$ cat src/rtl/p6_mem_responder.sv
// rtl/p6_mem_responder.sv - P6 CPU memory responder: 256x16 RAM, LED register and switch input behind a cmd/ack handshake
// Defining MEM_BUS_ERR_EN adds the err output, flagging unmapped accesses and writes to the switch address.
module p6_mem_responder #(
    parameter int                ADDR_W      = 9,
    parameter int                DATA_W      = 16,
    parameter int                RAM_DEPTH   = 256,
    parameter int                WAIT_CYCLES = 1,
    parameter logic [ADDR_W-1:0] LED_ADDR    = 9'h100,
    parameter logic [ADDR_W-1:0] SW_ADDR     = 9'h140
) (
    input  logic              clk,
    input  logic              reset,
    input  logic [1:0]        mem_cmd,
    input  logic [ADDR_W-1:0] mem_addr,
    input  logic [DATA_W-1:0] write_data,
    output logic [DATA_W-1:0] read_data,
    output logic              ack,
    output logic              busy,
    input  logic [7:0]        sw,
    output logic [7:0]        ledr
`ifdef MEM_BUS_ERR_EN
   ,output logic              err
`endif
);

    localparam int RAM_AW = $clog2(RAM_DEPTH);

    typedef enum logic [1:0] {
        S_IDLE,
        S_WAIT,
        S_RESP,
        S_ACK
    } state_t;

    state_t              r_state;
    state_t              w_next;
    logic                r_wr;
    logic [ADDR_W-1:0]   r_addr;
    logic [DATA_W-1:0]   r_wdata;
    logic [DATA_W-1:0]   r_rdata;
    logic [2:0]          r_cnt;
    logic [7:0]          r_ledr;
    logic [7:0]          r_sw_meta;
    logic [7:0]          r_sw_sync;
    logic [DATA_W-1:0]   r_ram [RAM_DEPTH];

    logic                w_accept;
    logic                w_access;
    logic                w_in_ram;
    logic                w_is_led;
    logic                w_is_sw;
    logic [RAM_AW-1:0]   w_idx;
    logic [DATA_W-1:0]   w_rd_val;

    assign w_accept = (r_state == S_IDLE) && ((mem_cmd == 2'b01) || (mem_cmd == 2'b10));
    // The access happens on the edge that leaves RESP, so ack rises WAIT_CYCLES+1 edges after acceptance.
    assign w_access = (r_state == S_RESP);
    assign w_in_ram = (int'(r_addr) < RAM_DEPTH);
    assign w_is_led = (r_addr == LED_ADDR);
    assign w_is_sw  = (r_addr == SW_ADDR);
    assign w_idx    = r_addr[RAM_AW-1:0];

    always_ff @(posedge clk or negedge reset) begin
        if (!reset) begin
            r_state <= S_IDLE;
        end else begin
            r_state <= w_next;
        end
    end

    always_comb begin
        w_next = r_state;
        ack    = 1'b0;
        busy   = 1'b1;
        case (r_state)
            S_IDLE: begin
                busy = 1'b0;
                if (w_accept) begin
                    w_next = (WAIT_CYCLES > 0) ? S_WAIT : S_RESP;
                end
            end
            S_WAIT: begin
                if (r_cnt == 3'd0) begin
                    w_next = S_RESP;
                end
            end
            S_RESP: begin
                w_next = S_ACK;
            end
            S_ACK: begin
                ack    = 1'b1;
                w_next = S_IDLE;
            end
            default: begin
                w_next = S_IDLE;
            end
        endcase
    end

    always_comb begin
        w_rd_val = '0;
        if (w_in_ram) begin
            w_rd_val = r_ram[w_idx];
        end else if (w_is_led) begin
            w_rd_val = {{(DATA_W-8){1'b0}}, r_ledr};
        end else if (w_is_sw) begin
            w_rd_val = {{(DATA_W-8){1'b0}}, r_sw_sync};
        end
    end

    always_ff @(posedge clk or negedge reset) begin
        if (!reset) begin
            r_wr      <= 1'b0;
            r_addr    <= '0;
            r_wdata   <= '0;
            r_cnt     <= 3'd0;
            r_rdata   <= '0;
            r_ledr    <= 8'h00;
            r_sw_meta <= 8'h00;
            r_sw_sync <= 8'h00;
        end else begin
            r_sw_meta <= sw;
            r_sw_sync <= r_sw_meta;
            if (w_accept) begin
                r_wr    <= (mem_cmd == 2'b10);
                r_addr  <= mem_addr;
                r_wdata <= write_data;
                r_cnt   <= (WAIT_CYCLES > 0) ? 3'(WAIT_CYCLES - 1) : 3'd0;
            end else if ((r_state == S_WAIT) && (r_cnt != 3'd0)) begin
                r_cnt <= r_cnt - 3'd1;
            end
            if (w_access) begin
                if (r_wr) begin
                    if (w_is_led) begin
                        r_ledr <= r_wdata[7:0];
                    end
                end else begin
                    r_rdata <= w_rd_val;
                end
            end
        end
    end

    // RAM has no reset; an aborted operation cannot write because reset forces the FSM out of RESP.
    always_ff @(posedge clk) begin
        if (w_access && r_wr && w_in_ram) begin
            r_ram[w_idx] <= r_wdata;
        end
    end

    assign read_data = r_rdata;
    assign ledr      = r_ledr;

`ifdef MEM_BUS_ERR_EN
    logic r_err;

    always_ff @(posedge clk or negedge reset) begin
        if (!reset) begin
            r_err <= 1'b0;
        end else begin
            r_err <= w_access && ((!w_in_ram && !w_is_led && !w_is_sw) || (r_wr && w_is_sw));
        end
    end

    assign err = r_err;
`endif

endmodule

$ cat config.mk
export PLATFORM = sky130hd
export DESIGN_NAME = p6_mem_responder
export DESIGN_NICKNAME = d
export VERILOG_FILES = /design/src/rtl/p6_mem_responder.sv
export SDC_FILE = /design/constraint.sdc
export NUM_CORES = 2
export LEC_CHECK = 0
export CORE_ASPECT_RATIO = 0.75
export CORE_MARGIN = 2
export CORE_UTILIZATION = 29
export CTS_CLUSTER_DIAMETER = 100
export DETAILED_ROUTE_END_ITERATION = 12
export HOLD_SLACK_MARGIN = 0.1
export PLACE_DENSITY_LB_ADDON = 0.15
export SYNTH_ARGS = -nofsm -noshare
export SYNTH_HDL_FRONTEND = slang
export SYNTH_SLANG_ARGS = --single-unit
export TNS_END_PERCENT = 10
$ cat constraint.sdc
create_clock -name clk -period 7.3 [get_ports clk]
set_input_delay 0.73 -clock clk [delete_from_list [all_inputs] [get_ports clk]]
set_output_delay 0.73 -clock clk [all_outputs]
set_load 0.005 [all_outputs]
==> impl_results.md <==
* Endpoints failing hold at 0
* Vias in the first global route at 80.0k
* Final ANT Viol Nets at 0
* Pin count of the biggest net entering global routing at 136
* Synth top area cells: edfxtp_1 (77%), mux4_2 (14%), mux2i_1 (1.6%)
* Global route overflow at 0
* Yosys cell types at 83
* Die Y at 648 µm
* Startpoint types: flop
* Worst-skew pair later-pin latency at 1.05 ns
* Initial antenna violation count at 55
* Ys flop type: edfxtp_1
* Die W at 862 µm
* # rows at 236
* R2R setup slack at 2.16 ns
* Final count of pins violating max slew at 5
* Yosys reg bits at 4167
* Starting utilization of the core area at 0.291
* Synth warnings at 0
* WHS Endpoint: r_sw_meta[4]
* Max Root-Sink Buffers at 4
* Worst-path fanout max at 38
* Max_cap viols at 2
* DP HPWL at 359 mm
* Required time of the critical path at 8.17 ns
* Setup crit end kind: flop
* Via count at 81.7k
* FILL cells at 51.6k
* Total die area at 559000 µm²
* Most frequent cells in the layout: edfxtp_1 (4096), mux4_2 (985), clkbuf_16 (420)
* Reg-to-Reg End: read_data[1]
* PwrDens at 424 nW/µm²
* 1st-pass router iterations at 6
* GP Congestion at 0.863
* EDFF count, synth at 4096
* Final Util at 0.336
* Vias/cell at 5.31
* Ys async rst share at 0.0170
* Root Driver: clkbuf_16
* Area of the multi-input gates at 33900 µm²
* 1st-iter DRT viols at 11.9k
* I/O Buffers at 62
* Setup TNS at 0 ns
* Tcrit/Tclk final at 0.704
* Layout area overhead at 15.3%
* Routed Wire Length at 567 mm
* First-pass GRT wire length at 753 mm
* Core area at 551000 µm²
* Most common cell after layout, fill and taps aside: edfxtp_1
* Syn Std Cell Area at 160000 µm²
* Wire length per cell at 36.9 µm
* Share of cells above drive strength 1 at 0.276
* Path type of the worst min-delay path: in -> reg
* FF/Latch Area at 125000 µm²
* CTS HTree Levels at 5
* Synth area leader: edfxtp_1
* Nets at 7665
* Leakage power at 0.0562 µW
* Worst clock skew at 0.0935 ns
* Crit Path Class: reg -> reg
* Clock-pin slew on the worst setup and hold paths at 0.06 ns
* HP Start: sw[4]
* Status: finished, violations left
* Final min period at 5.14 ns
* CP arrival at 6.01 ns
* Instance count of the mapped netlist at 7262
* Failing checks: capacitance limit, slew limit
* GRT Total Usage at 0.198
* Unrepaired setup endpoints after global routing: false
* Worst Tran Pin Value at 1.59 ns
* Average cell area after synthesis at 22.1 µm²
* CTS Buf Count at 417
* Synth top area share at 0.767
* Max IR drop VDD at 0.000330 V
* Setup violators final at 0
* TritonCTS clock tree: yes
* Syn Nets at 7306
* Rel. slew slack at -0.0691
* Fmax at 195 MHz
* CTS sink cnt at 4167
* Register area share after synthesis at 0.778
* DRC violations left at 0
* Hold depth at 1
* Reg2Reg Depth at 6
* Reg2reg start: r_addr[1]
* I/O pin count at 63
==> area by class of cell <==
type / instances / area share
inverters: 12 / 0.000284
flip-flops and latches: 4167 / 0.675
clock inverters: 241 / 0.0127
diodes: 31 / 0.000420
multi-input cells: 2657 / 0.183
clock buffers: 529 / 0.0596
repair buffers: 366 / 0.0183
well taps: 7378 / 0.0499
==> layer usage <==
metal  track usage  share of wire  up-vias
met5             0       0.000072        -
met4        0.0508          0.029        6
met3        0.0452          0.088      694
met2         0.275           0.42     3810
met1         0.309           0.47    45700
li1              -              -    31500
==> critical path: stages, from the launching register on <==
cell and delay (ns):
dfrtp_4 1.07, buf_4 0.61, mux4_2 0.39, a22oi_1 1.16, o32ai_1 0.32, nor4b_1 0.91
a31oi_1 0.20
==> sequential cells by signal, indices dropped and copies added (netlist names) <==
name	cells
r_sw_sync	8
r_wdata	16
r_state	2
r_cnt	3
r_addr	9
read_data	16
r_ram	4096
ledr	8
r_sw_meta	8
r_wr	1
==> stage by stage <==
stage	hold slack, ns	cells	power [µW]	setup slack (ns)	cell area [µm²]
after floorplan	0.331	7262	44600	3.30	160000
after global placement	0.336	14600	57200	2.29	171000
after detailed placement	0.336	14600	57300	2.41	171000
after CTS	0.102	15300	78800	2.39	185000
after global routing	0.144	15400	80400	2.24	185000
final	0.182	15400	78400	2.16	185000
==> cells in the mapped netlist, types with 39 or more instances <==
cell type,n
mux4_2,985
o21ai_0,39
dfrtp_1,71
nor2_1,324
nand3_1,77
nand2_1,255
a32oi_1,52
buf_2,135
o22ai_1,56
clkbuf_1,135
edfxtp_1,4096
a21oi_1,81
buf_4,93
mux2_2,42
mux2i_1,249
a22oi_1,148
==> worst max-delay path by stage <==
stage | startpoint | end | slack (ns) | cells past startpoint
2_1_floorplan | r_wdata[0] | r_ram[0][0] | 3.30 | 0
5_1_grt | r_addr[1] | read_data[1] | 2.24 | 6
6_report | r_addr[1] | read_data[1] | 2.16 | 6
4_1_cts | r_addr[1] | read_data[11] | 2.39 | 8
3_5_place_dp | r_addr[1] | r_ram[178][14] | 2.41 | 5
3_3_place_gp | r_addr[1] | read_data[11] | 2.29 | 8
==> power breakdown <==
part	total [µW]	internal, µW	switching (µW)
Combinational	25500	7440	18100
Sequential	31300	30100	1260
Clock	21600	12000	9550
==> logic make-up (layout without fill, tap and decap cells) <==
family / count (synthesis) / count (layout) / share of synthesized area
AO/OA/AOI/OAI: 552 / 552 / 0.0250
flip-flops: 4167 / 4167 / 0.778
other: 0 / 31 / 0
multiplexers: 1283 / 1283 / 0.158
adder cells (fa/ha/maj): 7 / 7 / 0.000546
XOR/XNOR: 1 / 1 / 0.0000546
AND/OR/NAND/NOR: 814 / 814 / 0.0227
buffers and inverters: 438 / 1148 / 0.0153
==> timing repair <==
action | 4_1_cts | 5_1_grt
hold endpoints to repair | 25 | 0
hold buffers | 8 | 0
buffers inserted | 0 | 0
gates resized for setup | 0 | 0
Note: power is estimated with default switching activity, not from simulation.
